==> config.mk <==
export PLATFORM = sky130hd
export DESIGN_NAME = suma
export DESIGN_NICKNAME = d
export VERILOG_FILES = /design/src/rtl/suma.sv
export SDC_FILE = /design/constraint.sdc
export NUM_CORES = 1
export LEC_CHECK = 0
export CORE_MARGIN = 1
export CORE_UTILIZATION = 46
export CTS_CLUSTER_DIAMETER = 40
export DETAILED_ROUTE_END_ITERATION = 12
export PLACE_DENSITY = 0.79
export REMOVE_ABC_BUFFERS = 1
export SLEW_MARGIN = 20
export SYNTH_ARGS = -nofsm -noshare
export SYNTH_HDL_FRONTEND = slang
export SYNTH_SLANG_ARGS = --single-unit
export TNS_END_PERCENT = 1
==> constraint.sdc <==
create_clock -name clock -period 2.26 [get_ports clock]
set_input_delay 0.678 -clock clock [delete_from_list [all_inputs] [get_ports clock]]
set_output_delay 0.678 -clock clock [all_outputs]
set_load 0.05 [all_outputs]
==> src/rtl/suma.sv <==
// Two-operand WIDTH-bit adder stage: captures A and B through independent
// valid/ready handshakes and releases {carry,sum} once the division stage is done.
//
// state    | meaning
// VACIO    | no operand held, both inputs ready
// PARCIAL  | exactly one operand held
// COMPLETO | both operands held, waiting for divisionLista
module suma #(
    parameter int WIDTH = 16
) (
    input  logic             clock,
    input  logic             reset_n,
    input  logic [WIDTH-1:0] operandoA,
    input  logic             validoA,
    output logic             listoA,
    input  logic [WIDTH-1:0] operandoB,
    input  logic             validoB,
    output logic             listoB,
    input  logic             divisionLista,
    output logic [WIDTH-1:0] salida,
    output logic             acarreo,
    output logic             validoS
);

    localparam logic [1:0] VACIO    = 2'd0;
    localparam logic [1:0] PARCIAL  = 2'd1;
    localparam logic [1:0] COMPLETO = 2'd2;

    logic [WIDTH-1:0] regA;
    logic [WIDTH-1:0] regB;
    logic             cargadoA;
    logic             cargadoB;
    logic [1:0]       estado;
    logic             capturaA;
    logic             capturaB;
    logic             liberar;
    logic [WIDTH:0]   sumaExt;

    // The two load flags are the real state; estado is only their decoded view.
    always_comb begin
        estado = VACIO;
        case ({cargadoA, cargadoB})
            2'b00:   estado = VACIO;
            2'b11:   estado = COMPLETO;
            default: estado = PARCIAL;
        endcase
    end

    assign listoA   = !cargadoA;
    assign listoB   = !cargadoB;
    assign capturaA = validoA && listoA;
    assign capturaB = validoB && listoB;
    assign liberar  = (estado == COMPLETO) && divisionLista;
    assign sumaExt  = {1'b0, regA} + {1'b0, regB};

    always_ff @(posedge clock or negedge reset_n) begin
        if (!reset_n) begin
            regA     <= '0;
            cargadoA <= 1'b0;
        end else if (liberar) begin
            cargadoA <= 1'b0;
        end else if (capturaA) begin
            regA     <= operandoA;
            cargadoA <= 1'b1;
        end
    end

    always_ff @(posedge clock or negedge reset_n) begin
        if (!reset_n) begin
            regB     <= '0;
            cargadoB <= 1'b0;
        end else if (liberar) begin
            cargadoB <= 1'b0;
        end else if (capturaB) begin
            regB     <= operandoB;
            cargadoB <= 1'b1;
        end
    end

    // salida/acarreo hold between results; validoS is a single-cycle strobe.
    always_ff @(posedge clock or negedge reset_n) begin
        if (!reset_n) begin
            salida  <= '0;
            acarreo <= 1'b0;
            validoS <= 1'b0;
        end else begin
            validoS <= liberar;
            if (liberar) begin
                {acarreo, salida} <= sumaExt;
            end
        end
    end

endmodule

# Word level (Yosys, flattened, before mapping)
# Cells that the tools add are included.
# totals
regBits,52
input_bits,37
# op_classes
muxes,5
addsub,1
bitwise_logic,1
n_reduce_logical,10
eq_ne,2
# ops
cell,n
$add A16 B16 Y17,1
$eq A2 B2 Y1 const B,2
$mux W1,4
$pmux W2 S2,1
$reduce_and A2 Y1,2
$reduce_bool A2 Y1,2
$logic_and A1 B1 Y1,3
$logic_not A1 Y1,2
$logic_not A2 Y1,1
$not A1 Y1,1

# Depth between registers and ports, before layout
# depth
word_depth,6
mapped_depth,8
ltp_nobuf,8

# Least setup slack after synthesis
# No wires, ideal clock.
# synth_timing
path_type,reg2reg
start,register regA[0]
end,register salida[14]
path_slack_ps,84
stages_incl_launch_ff,9
setup_time_ps,122
n_path_buf,0
t_required_ps,2138
arrival_time_ps,2054
path_cell_list,dfrtp_1 -> ha_1 -> fa_1 -> a21o_2 -> a221o_2 -> a31oi_4 -> a31oi_1 -> xnor2_1 -> o21ai_1
# synth_via
elab_chain_len,1
# synth_rtl
item,line,rtl
from (decl),29,logic [WIDTH-1:0] regA;
from (signal assigned),63,regA <= operandoA;
$add A16 B16 Y17,54,"assign sumaExt = {1'b0, regA} + {1'b0, regB};"
to (signal assigned),89,"{acarreo, salida} <= sumaExt;"
to (decl),20,"output logic [WIDTH-1:0] salida,"
# No other way between the ends.
# A chain may end at the register's enable or synchronous reset.

# Worst setup path after layout
# layout_timing
start,register salida[8]
end,output salida[8]
# No word-level cell between the ends.

==> Flow_metrics.wiki <==
{| class="wikitable"
! Metric !! Value
|-
| Routed len/inst || 14.38 um
|-
| Result of the run || finished, final reports clean
|-
| Sequential cell area fraction in the yosys report || 49.69%
|-
| Count of input and output buffers || 56
|-
| Number of failing hold endpoints at the final stage || 0
|-
| Antenna violations before repair || 0
|-
| TritonCTS clock tree || built
|-
| Peak Freq || 0.4540 GHz
|-
| Post-synthesis average cell area || 11.49 sq um
|-
| Clock insertion delay at the later pin of the skew report || 0.31 ns
|-
| CP endpoint kind || output port
|-
| CP max-delay cell || sky130_fd_sc_hd__clkdlybuf4s50_1
|-
| Wire length of the first global-routing pass || 8763 um
|-
| DRC violation count after routing || 0
|-
| GR Util All Layers || 18.58%
|-
| Total congestion overflow || 0
|-
| Clock-pin slew on the worst setup and hold paths || 0.09 ns
|-
| CP Data Arrival Time || 1.52 ns
|-
| First-pass iteration count of the detailed router || 4
|-
| Fin nets || 348
|-
| Weighted congestion at the end of routability-driven global placement || 0.8634
|-
| Number of max-capacitance violations reported || 0
|-
| Die extent in y || 77.45 um
|-
| Slew Limit Headroom || 66.19%
|-
| Depth of the worst register-to-register path || 8
|-
| Std cell rows || 27
|-
| Core region area || 5507 sq um
|-
| Antenna Diode Count || 0
|-
| Largest fanout of any net on the critical path || 2
|-
| Tcrit/Tclk final || 97.47%
|-
| Transition at the pin with the smallest max-transition slack || 0.5056 ns
|-
| Area growth from synthesis to final layout || 29.72%
|-
| Root buffer cell || sky130_fd_sc_hd__clkbuf_8
|-
| Synth cell types || 33
|-
| Endpoint required time on the critical path || 1.58 ns
|-
| Cell chain of the critical path || clkdlybuf4s50_1
|-
| Clock period minus final worst setup slack || 2.203 ns
|-
| RSZ-0062 raised after global routing || true
|-
| Delay of the slowest critical-path stage || 0.82 ns
|-
| Num CTS Buffers || 5
|-
| Worst Clk Skew || 0.009245 ns
|-
| Number of cells on the critical path || 1
|-
| Count of buffer and inverter cells on the critical path || 1
|-
| Number of synthesized register bits || 52
|-
| Die area || 5999 sq um
|-
| Half-perimeter wire length after detailed placement || 3973 um
|-
| Die Span X || 77.45 um
|-
| Maximum number of pins on one net before global-route repair || 32
|-
| Number of vias per cell after detailed routing || 5.302
|-
| Synth warn || 0
|-
| Crit path max-delay family || buffers and inverters
|-
| Number of nets with antenna violations after detailed routing || 0
|-
| Utilization after layout || 61.69%
|-
| Number of placed cells counting well taps || 357
|-
| Number of fill cells || 442
|-
| Starting density of the core || 47.56%
|-
| Gate count of the mapped netlist || 228
|-
| Via count of the first global-routing pass || 1903
|-
| Worst Hold Class || primary input to async pin
|-
| Crit path launch type || register
|-
| Final standard cell count with taps included and fillers excluded || 367
|-
| # IOs || 57
|-
| CTS Sinks || 52
|-
| Worst hold slack across all endpoints || 0.2907 ns
|-
| Number of setup violations in the final report || 0
|-
| Initial DRC count || 80
|-
| Cts-stage hold buffer count || 0
|-
| Maximum buffer depth of the clock tree || 2
|-
| Final Max Tran Viols || 0
|-
| Synthesized cell area || 2619 sq um
|-
| H-tree levels || 2
|-
| Routed WL || 5276 um
|-
| Proportion of layout cells with a drive suffix above 1 || 20.68%
|-
| Startpoint-to-endpoint class of the critical path || register to output port
|-
| Routed via count || 1946
|}
through the flow:
stage                     cell area [sq um]  setup TNS, ns  setup WS, ns
after global routing                   3397       -0.04707      -0.04707
final                                  3397              0       0.05721
after CTS                              3383      -0.003019     -0.003019
after floorplan                        2566              0       0.05527
after detailed placement               3279       -0.01719      -0.01719
after global placement                 3279              0       0.01619
cell usage in the layout, fill, tap and decap left out, drive strengths merged, types with 3 or more instances in the layout:
cell	instances
clkdlybuf4s50	53
dfrtp	52
mux2	32
nand2	27
o21ai	16
ha	16
a21oi	12
buf	12
nand3	8
xnor2	8
clkbuf	7
a21o	6
a31oi	6
nor2	5
inv	4
xor2	4
nor2b	3
o211ai	3
and3	3
area by class of cell:
type | instances | area, sq um | share of cell area, %
flip-flops and latches | 52 | 1301 | 38.31
multi-input cells | 164 | 1261 | 37.13
repair buffers | 67 | 635.6 | 18.71
well taps | 72 | 90.09 | 2.652
clock buffers | 7 | 86.33 | 2.541
inverters | 4 | 15.01 | 0.4420
clock inverters | 1 | 7.507 | 0.2210
logic make-up after synthesis:
| family | after synthesis | synth area share [%] |
|---|---|---|
| buffers and inverters | 12 | 2.580 |
| DFF | 52 | 49.69 |
| adders and majority gates | 17 | 8.409 |
| xor gates and xnor gates | 12 | 4.013 |
| and+or+nand+nor | 53 | 9.317 |
| AOI/OAI and AO/OA | 50 | 12.23 |
| muxes | 32 | 13.76 |
state kept, by name (all words and copies together) (netlist names):
| name | flops |
|---|---|
| regA | 16 |
| regB | 16 |
| salida | 16 |
| acarreo | 1 |
| cargadoA | 1 |
| cargadoB | 1 |
| validoS | 1 |
routing by layer:
layer / part of all wire, % / GRT usage, %
met1: 46 / 23.76
met2: 47 / 30.18
met3: 5.7 / 5.176
met4: 1.6 / 6.415
met5: 0 / 0
what timing repair did:
| action | CTS | global route |
|---|---|---|
| endpoints found under the hold margin | 0 | 0 |
| buffers inserted | 1 | 1 |
| gates cloned | 0 | 0 |
| pin swaps | 4 | 3 |
| resized for setup | 4 | 1 |
| endpoints found under the setup margin | 3 | 3 |
path summary, 6_finish.rpt:
path / slack, ns / to / start
min reg2reg: 0.49 / salida[1]$_DFFE_PN0P_ / salida[1]$_DFFE_PN0P_
max: 0.06 / salida[8] / salida[8]$_DFFE_PN0P_
max reg2reg: 0.06 / salida[14]$_DFFE_PN0P_ / regA[0]$_DFFE_PN0P_
min: 0.29 / cargadoB$_DFFE_PN0P_ / reset_n
min in group clock: 0.49 / salida[1]$_DFFE_PN0P_ / salida[1]$_DFFE_PN0P_
max in group asynchronous: 1.31 / regB[10]$_DFFE_PN0P_ / reset_n
synth_stat cells:
library cell	number	share of area [%]
sky130_fd_sc_hd__dfrtp_1	52	50
sky130_fd_sc_hd__mux2_2	32	14
sky130_fd_sc_hd__nand2_1	27	3.9
sky130_fd_sc_hd__ha_1	16	7.6
sky130_fd_sc_hd__o21ai_0	15	2.9
sky130_fd_sc_hd__a21oi_1	12	2.3
sky130_fd_sc_hd__nand3_1	8	1.5
sky130_fd_sc_hd__xnor2_1	8	2.7
sky130_fd_sc_hd__a31oi_1	5	1.2
sky130_fd_sc_hd__nor2_1	5	0.72
sky130_fd_sc_hd__a21o_1	4	1.1
sky130_fd_sc_hd__clkbuf_1	4	0.57
sky130_fd_sc_hd__inv_1	4	0.57
sky130_fd_sc_hd__xor2_1	4	1.3
sky130_fd_sc_hd__nor2b_1	3	0.72
sky130_fd_sc_hd__o211ai_1	3	0.86
sky130_fd_sc_hd__a21o_2	2	0.67
sky130_fd_sc_hd__and2_1	2	0.48
sky130_fd_sc_hd__and3_2	2	0.57
sky130_fd_sc_hd__buf_2	2	0.38
sky130_fd_sc_hd__clkbuf_8	2	1.1
sky130_fd_sc_hd__nand4_1	2	0.48
sky130_fd_sc_hd__nor3_1	2	0.38
sky130_fd_sc_hd__o21a_1	2	0.57
sky130_fd_sc_hd__o31ai_1	2	0.57
sky130_fd_sc_hd__a21boi_0	1	0.29
sky130_fd_sc_hd__a221o_2	1	0.43
sky130_fd_sc_hd__a311oi_1	1	0.33
sky130_fd_sc_hd__a31oi_4	1	0.81
sky130_fd_sc_hd__and3_1	1	0.24
sky130_fd_sc_hd__fa_1	1	0.76
sky130_fd_sc_hd__o21ai_1	1	0.19
sky130_fd_sc_hd__or2b_2	1	0.33
Power is left out: the tool's default activity adds up to more than one toggle a clock period on the data nets, which glitch-free logic cannot reach.
==> RTL edit, RTL diff (same flow settings) <==
Register the output `listoB`, with the module's reset; this adds one clock of latency there. The other outputs are not delayed to match.
--- a/src/rtl/suma.sv
+++ b/src/rtl/suma.sv
@@ -26,6 +26,8 @@
     localparam logic [1:0] PARCIAL  = 2'd1;
     localparam logic [1:0] COMPLETO = 2'd2;
 
+    logic listoB_d;
+
     logic [WIDTH-1:0] regA;
     logic [WIDTH-1:0] regB;
     logic             cargadoA;
@@ -47,9 +49,9 @@
     end
 
     assign listoA   = !cargadoA;
-    assign listoB   = !cargadoB;
+    assign listoB_d = !cargadoB;
     assign capturaA = validoA && listoA;
-    assign capturaB = validoB && listoB;
+    assign capturaB = validoB && listoB_d;
     assign liberar  = (estado == COMPLETO) && divisionLista;
     assign sumaExt  = {1'b0, regA} + {1'b0, regB};
 
@@ -91,5 +93,13 @@
         end
     end
 
+    always_ff @(posedge clock or negedge reset_n) begin
+        if (!reset_n) begin
+            listoB <= '0;
+        end else begin
+            listoB <= listoB_d;
+        end
+    end
+
 endmodule
 
Behaviour: not the same (a bounded check fails within 4 cycles, from zero or initial values and one cycle with reset_n low).
==> RTL edit against the original RTL <==
- worst setup slack lost 0.044 ns
- sequential cell count grew 1
- critical path type is now register to register
- synthesized area grew 0.96%
- first-iteration DRC count grew 29%
- maximum frequency shrank 1.9%
- routed wire length shrank 0.11%
- highest routed layer unchanged
- final area grew 1.2%
Power is not shown: default switching activity piles up to over one toggle a cycle in this logic, so the estimate is an artifact.
==> RTL edit: results (changes against the original RTL) <==
yosys:
  synth-compound-area-share_pct: 12.12  # was 12.23%
  synth_xor_area_share_pct: 3.975  # was 4.013%
  synth_mux_area_share_pct: 13.63  # was 13.76%
  synth_adder_area_share_pct: 8.329  # was 8.409%
  syn_inst: 229  # was 228
  synthTopCellsByCount: "53 x dfrtp_1, 32 x mux2_2, 27 x nand2_1"  # was 52 x dfrtp_1, 32 x mux2_2, 27 x nand2_1
global_route:
  use_met2_pct: 29.29  # was 30.18%
  grt_max_degree: 26  # was 32
  use_met1_pct: 26.45  # was 23.76%
  grt_pass1_vias: 1875  # was 1903
  grt_pass1_wl_um: 8914  # was 8763 um
  grtUsageMet3_pct: 3.765  # was 5.176%
  grtUsageTotal_pct: 18.94  # was 18.58%
drt:
  drt_iter0_markers: 103  # was 80
  wl_um: 5270  # was 5276 um
  route.met2.wl_um: 2516  # was 2465 um
  wl_met3_um: 187  # was 299 um
setup_path:
  critPathSlowestCell: "dfrtp_1"  # was clkdlybuf4s50_1
  cp.arrival_ns: 2.44  # was 1.52 ns
  r2r_setup_slack_ns: 0.01  # was 0.06 ns
  slowest_delay_ns: 0.43  # was 0.82 ns
  path_max_fanout: 4  # was 2
  critical_path_class: "register to register"  # was register to output pin
timing:
  finClkSkew_ns: 0.004498  # was 0.009245 ns
  tightestPinTransition_ns: 0.5773  # was 0.5056 ns
  period_share_pct: 99.40  # was 97.47%
  whs_ns: 0.3630  # was 0.2907 ns
place:
  dp_hpwl_um: 3998  # was 3973 um
  placed_area_sq_um: 3309  # was 3279 sq um
  dp.cells: 359  # was 357
  gp_congestion: 0.8755  # was 0.8634
  pre_cts_slack_ns: -0.006773  # was -0.01719 ns
final_layout:
  nFillCells: 436  # was 442
  fin_nets: 350  # was 348
status:
  status: "finished clean"  # unchanged
-- RTL edit: cell types whose count changed after synthesis --
cell / unedited run / this run
dfrtp_1: 52 / 53
-- RTL edit: critical path: cells and delay by family (launching register included) --
kind / cells / cell delay (ns)
AO/OA/AOI/OAI: 5 / 0.99
adder cells (fa/ha/maj): 2 / 0.54
XOR/XNOR: 1 / 0.18
flip-flops: 1 / 0.43
-- RTL edit: layout make-up --
class	instances	area (sq um)	area share, %
Sequential cell	53	1326	38.57
Inverter	4	15.01	0.4367
Timing Repair Buffer	68	645.6	18.78
Clock inverter	1	7.507	0.2183
Tap cell	72	90.09	2.620
Clock buffer	7	76.32	2.220
Multi-Input combinational cell	164	1277	37.15
-- RTL edit: timing repair --
action / CTS / global route
resized for setup: 2 / 4
setup endpoints to repair: 1 / 5
pin swaps: 2 / 9
setup buffers: 0 / 2
